## config.mk

```make
export PLATFORM = sky130hd
export DESIGN_NAME = axis_output_unpacker
export DESIGN_NICKNAME = d
export VERILOG_FILES = /design/src/rtl/axis_output_unpacker.sv
export SDC_FILE = /design/constraint.sdc
export NUM_CORES = 1
export LEC_CHECK = 0
export ABC_AREA = 1
export BUFFER_PORTS_ARGS = -buffer_cell sky130_fd_sc_hd__clkbuf_2
export CORE_MARGIN = 1
export CORE_UTILIZATION = 30
export CTS_CLUSTER_SIZE = 10
export DETAILED_ROUTE_END_ITERATION = 8
export PLACE_DENSITY_LB_ADDON = 0.1
export SLEW_MARGIN = 20
export SYNTH_ARGS = -nofsm -noshare
export SYNTH_HDL_FRONTEND = slang
export SYNTH_SLANG_ARGS = --single-unit
```

## constraint.sdc

```tcl
create_clock -name aclk -period 2.33 [get_ports aclk]
set_input_delay 0.3495 -clock aclk [delete_from_list [all_inputs] [get_ports aclk]]
set_output_delay 0.3495 -clock aclk [all_outputs]
set_load 0.02 [all_outputs]
```

## src/rtl/axis_output_unpacker.sv

```systemverilog
// axis_output_unpacker: latches one wide result beat and replays it
// as narrow AXI-Stream beats, word 0 first, trimming the tail.
module axis_output_unpacker #(
  parameter int WORD_WIDTH = 8,
  parameter int S_WORDS    = 8,
  parameter int M_WORDS    = 2,
  parameter int BITS_SUB   = $clog2(S_WORDS / M_WORDS) + 1
) (
  input  logic                          aclk,
  input  logic                          aresetn,
  input  logic                          s_axis_tvalid,
  output logic                          s_axis_tready,
  input  logic [WORD_WIDTH*S_WORDS-1:0] s_axis_tdata,
  input  logic [S_WORDS-1:0]            s_axis_tkeep,
  input  logic                          s_axis_tlast,
  output logic                          m_axis_tvalid,
  input  logic                          m_axis_tready,
  output logic [WORD_WIDTH*M_WORDS-1:0] m_axis_tdata,
  output logic [M_WORDS-1:0]            m_axis_tkeep,
  output logic                          m_axis_tlast
);

  localparam int NSUB = S_WORDS / M_WORDS;
  localparam int SELW = (NSUB > 1) ? $clog2(NSUB) : 1;
  localparam int CNTW = $clog2(S_WORDS + 1);
  localparam int MW   = WORD_WIDTH * M_WORDS;

  if ((S_WORDS % M_WORDS) != 0) begin : g_bad_ratio
    $error("S_WORDS must be a multiple of M_WORDS");
  end

  typedef enum logic {
    EMPTY = 1'b0,
    SEND  = 1'b1
  } state_e;

  state_e state_q, state_d;

  logic                         rdy_q;
  logic [NSUB-1:0][MW-1:0]      data_q, data_d;
  logic [NSUB-1:0][M_WORDS-1:0] keep_q, keep_d;
  logic                         last_q, last_d;
  logic [BITS_SUB-1:0]          cnt_q, cnt_d;
  logic [BITS_SUB-1:0]          nsub_q, nsub_d;

  logic [CNTW-1:0]     n_words;
  logic [BITS_SUB-1:0] n_sub_in;
  logic [SELW-1:0]     sel;
  logic                last_sub;
  logic                send;
  logic                s_hs;
  logic                m_hs;

  // Count kept words of the incoming beat.
  always_comb begin
    n_words = '0;
    for (int i = 0; i < S_WORDS; i++) begin
      n_words = n_words + CNTW'(s_axis_tkeep[i]);
    end
  end

  // Sub-beats needed; a bare tlast still costs one beat.
  always_comb begin
    n_sub_in = BITS_SUB'((int'(n_words) + M_WORDS - 1) / M_WORDS);
    if (n_sub_in == '0 && s_axis_tlast) begin
      n_sub_in = BITS_SUB'(1);
    end
  end

  assign sel      = cnt_q[SELW-1:0];
  assign send     = (state_q == SEND);
  assign last_sub = (cnt_q == nsub_q - BITS_SUB'(1));

  assign s_axis_tready = rdy_q &
    (!send | (last_sub & m_axis_tready));

  assign s_hs = s_axis_tvalid & s_axis_tready;
  assign m_hs = send & m_axis_tready;

  assign m_axis_tvalid = send;
  assign m_axis_tdata  = send ? data_q[sel] : '0;
  assign m_axis_tkeep  = send ? keep_q[sel] : '0;
  assign m_axis_tlast  = send & last_q & last_sub;

  // Next state: step through sub-beats, reload on accept.
  always_comb begin
    state_d = state_q;
    cnt_d   = cnt_q;
    nsub_d  = nsub_q;
    data_d  = data_q;
    keep_d  = keep_q;
    last_d  = last_q;
    unique case (state_q)
      EMPTY: ;
      SEND: begin
        if (m_hs) begin
          if (!last_sub) begin
            cnt_d = cnt_q + BITS_SUB'(1);
          end else begin
            state_d = EMPTY;
          end
        end
      end
    endcase
    if (s_hs) begin
      data_d  = s_axis_tdata;
      keep_d  = s_axis_tkeep;
      last_d  = s_axis_tlast;
      nsub_d  = n_sub_in;
      cnt_d   = '0;
      state_d = (n_sub_in != '0) ? SEND : EMPTY;
    end
  end

  // State and buffer registers.
  always_ff @(posedge aclk or negedge aresetn) begin
    if (!aresetn) begin
      state_q <= EMPTY;
      rdy_q   <= 1'b0;
      data_q  <= '0;
      keep_q  <= '0;
      last_q  <= 1'b0;
      cnt_q   <= '0;
      nsub_q  <= '0;
    end else begin
      state_q <= state_d;
      rdy_q   <= 1'b1;
      data_q  <= data_d;
      keep_q  <= keep_d;
      last_q  <= last_d;
      cnt_q   <= cnt_d;
      nsub_q  <= nsub_d;
    end
  end

endmodule

```

==> run metrics <==
mapped cell area 4280 um2; Routed WL 13400 um; synthesis-stage register bit count 81; Die Y 121 um; post-synthesis sequential area ratio 0.474; Setup crit start kind input port; clock share of power 0.206; Worst Setup SP s_axis_tkeep[0]; layout cells sized above 1 0.235; endpoints failing hold 0; Area growth syn-to-layout 27.8%; commonest non-fill, non-tap cell in the layout nand2_1; first-pass GRT wire length 21600 um; count of different cell masters after synthesis 21; GRT Residual Overflow 0; non-filler cells, final 849; vias in the first global route 4040; failing checks setup timing; largest net degree at the start of global routing 46; status finished with violations; Worst Clk Skew 0.00674 ns; Place WS -0.967 ns; Synth warnings 0; FF+latch area 2030 um2; initial antenna violation count 0; CTS tree done; Synth Instances 573; clk buf depth 2; Slew Limit Fails 0; Die Width 121 um; Final min period 2.86 ns; Residual DRC 0; DPL Wire Length 9450 um; Tcrit/Tclk final 1.23; worst endpoint required time 2.60 ns; Slew HR 0.583; Root Buffer clkbuf_16; final core occ 0.394; synthesized area per cell 7.47 um2; H-tree depth 3; DRT Pass-1 Iters 4; die area 14800 um2; Final WS setup -0.533 ns; Fmax 0.349 GHz; synthesized net count 659; commonest non-fill, non-tap cells in the layout 182 x nand2_1, 94 x clkbuf_2, 80 x dfrtp_1, 78 x nand4_1, 74 x nor2_1; site row count 43; FF-to-FF Start cnt_q[0]; Port Buffers 97; CORE AREA 13900 um2; multi-input logic area 1980 um2; initial drt markers 303; Starting Density 0.308; worst path arrival time 3.14 ns; via count 4055; fillers 1470; combinational share of power 0.467; Hold Crit Class in2async; Setup Crit Path Kind in2reg; wire per inst 15.7 um; n_diodes 0; critical-path maximum fanout 2; DR vias/cell 4.78; Worst-path clk slew 0.06 ns; Clock Sinks 81; RSZ-0062 raised after global routing true; gr usage total 0.193; share of power burned in registers 0.327; Psw 3.15 mW; worst slew pin tran 0.626 ns; max-cap violations 0; latest clock arrival within the worst-skew pair 0.34 ns; Switching Share 0.431; placed cell count 827; remaining antenna violation count 0; P per Cell Area 1340 nW/um2; # hold bufs at CTS 0; Internal 4.16 mW; GPL Wtd Cong 0.780; Static Leak 2.93 nW; boundary pin count 98; Worst Setup End Kind flop; Final setup viols 4; Max VDD drop 0.604 mV; nets 750; TritonCTS buffer count 9
## state kept, by name (all words and copies together) (netlist names)
signal,count
nsub_q,3
rdy_q,1
last_q,1
keep_q,8
data_q,64
cnt_q,3
m_axis_tvalid,1
## per-layer routing
metal,up-vias,routed length [um],GRT usage
li1,2059,-,-
met5,-,0,0
met3,11,419,0.0258
met2,74,6040,0.292
met4,0,197,0.0671
met1,1911,6710,0.281
## cell type report
| type | instances | share of cell area |
|---|---|---|
| tap | 180 | 0.0412 |
| multi-input combinational | 413 | 0.363 |
| timing repair buffer | 126 | 0.142 |
| clock buffer | 11 | 0.0425 |
| sequential | 81 | 0.371 |
| clock inverter | 5 | 0.0149 |
| inverter | 33 | 0.0254 |
## synth_stat cells
| cell | number | area, um2 |
|---|---|---|
| nand2_1 | 185 | 694 |
| dfrtp_1 | 81 | 2030 |
| nand4_1 | 78 | 488 |
| nor2_1 | 76 | 285 |
| o21ai_0 | 36 | 180 |
| clkbuf_1 | 33 | 124 |
| inv_1 | 31 | 116 |
| a21oi_1 | 19 | 95.1 |
| ha_1 | 6 | 75.1 |
| nand3_1 | 6 | 30.0 |
| buf_1 | 5 | 18.8 |
| buf_2 | 5 | 25.0 |
| fa_1 | 3 | 60.1 |
| buf_4 | 2 | 15.0 |
| buf_6 | 1 | 11.3 |
| clkinv_1 | 1 | 3.75 |
| conb_1 | 1 | 3.75 |
| inv_2 | 1 | 3.75 |
| nand2_2 | 1 | 6.26 |
| nand3_2 | 1 | 10.0 |
| nand3b_1 | 1 | 7.51 |
## metrics by stage
step                hold WS (ns)  TNS (ns)  power, mW  area [um2]
floorplan                 0.0539     -1.55       4.58        4310
global placement           0.411     -2.74       5.68        5040
detailed placement         0.406     -2.99       5.73        5040
CTS                       0.0469     -1.48       7.31        5430
global route              0.0770     -1.86       7.96        5470
finish                    0.0288     -1.50       7.32        5470
## power by group through the flow
| stage | Sequential [mW] | Clock [mW] | Combinational (mW) |
|---|---|---|---|
| CTS | 2.39 | 1.54 | 3.38 |
| detailed placement | 2.41 | 0 | 3.32 |
| finish | 2.40 | 1.51 | 3.42 |
| global route | 2.48 | 1.61 | 3.87 |
| global placement | 2.40 | 0 | 3.27 |
| floorplan | 2.33 | 0 | 2.25 |
## final timing paths
kind,to,slack [ns],cells after the start
worst max-delay path,nsub_q[0],-0.53,17
min in group aclk,data_q[12],0.24,3
max in group asynchronous,nsub_q[0],1.72,2
worst max register to register,data_q[3],0.26,12
worst min-delay path,data_q[63],0.03,1
worst min register to register,data_q[53],0.47,2
## timing repair
item | in CTS | in global routing
endpoints found under the setup margin | 4 | 5
setup buffers | 3 | 3
gates resized for setup | 9 | 10
pin swaps | 2 | 3
## critical path, cell delays in order
cell	delay [ns]
clkbuf_16	0.12
inv_12	0.03
ha_4	0.22
fa_1	0.46
fa_1	0.50
inv_1	0.04
ha_1	0.26
nand2_1	0.06
nand2_2	0.07
inv_2	0.04
fa_2	0.54
inv_2	0.05
nor2_4	0.10
nand3_1	0.08
nand2_1	0.07
nand4_1	0.09
nand2_1	0.08
## cells by family after synthesis
| family | count (synthesis) | share of synthesized area |
|---|---|---|
| buffers and inverters | 79 | 0.0742 |
| DFF | 81 | 0.474 |
| and+or+nand+nor | 348 | 0.355 |
| other | 1 | 0.000876 |
| adders and majority gates | 9 | 0.0316 |
| AOI/OAI and AO/OA | 55 | 0.0643 |
Note: power is estimated with default switching activity, not from simulation.
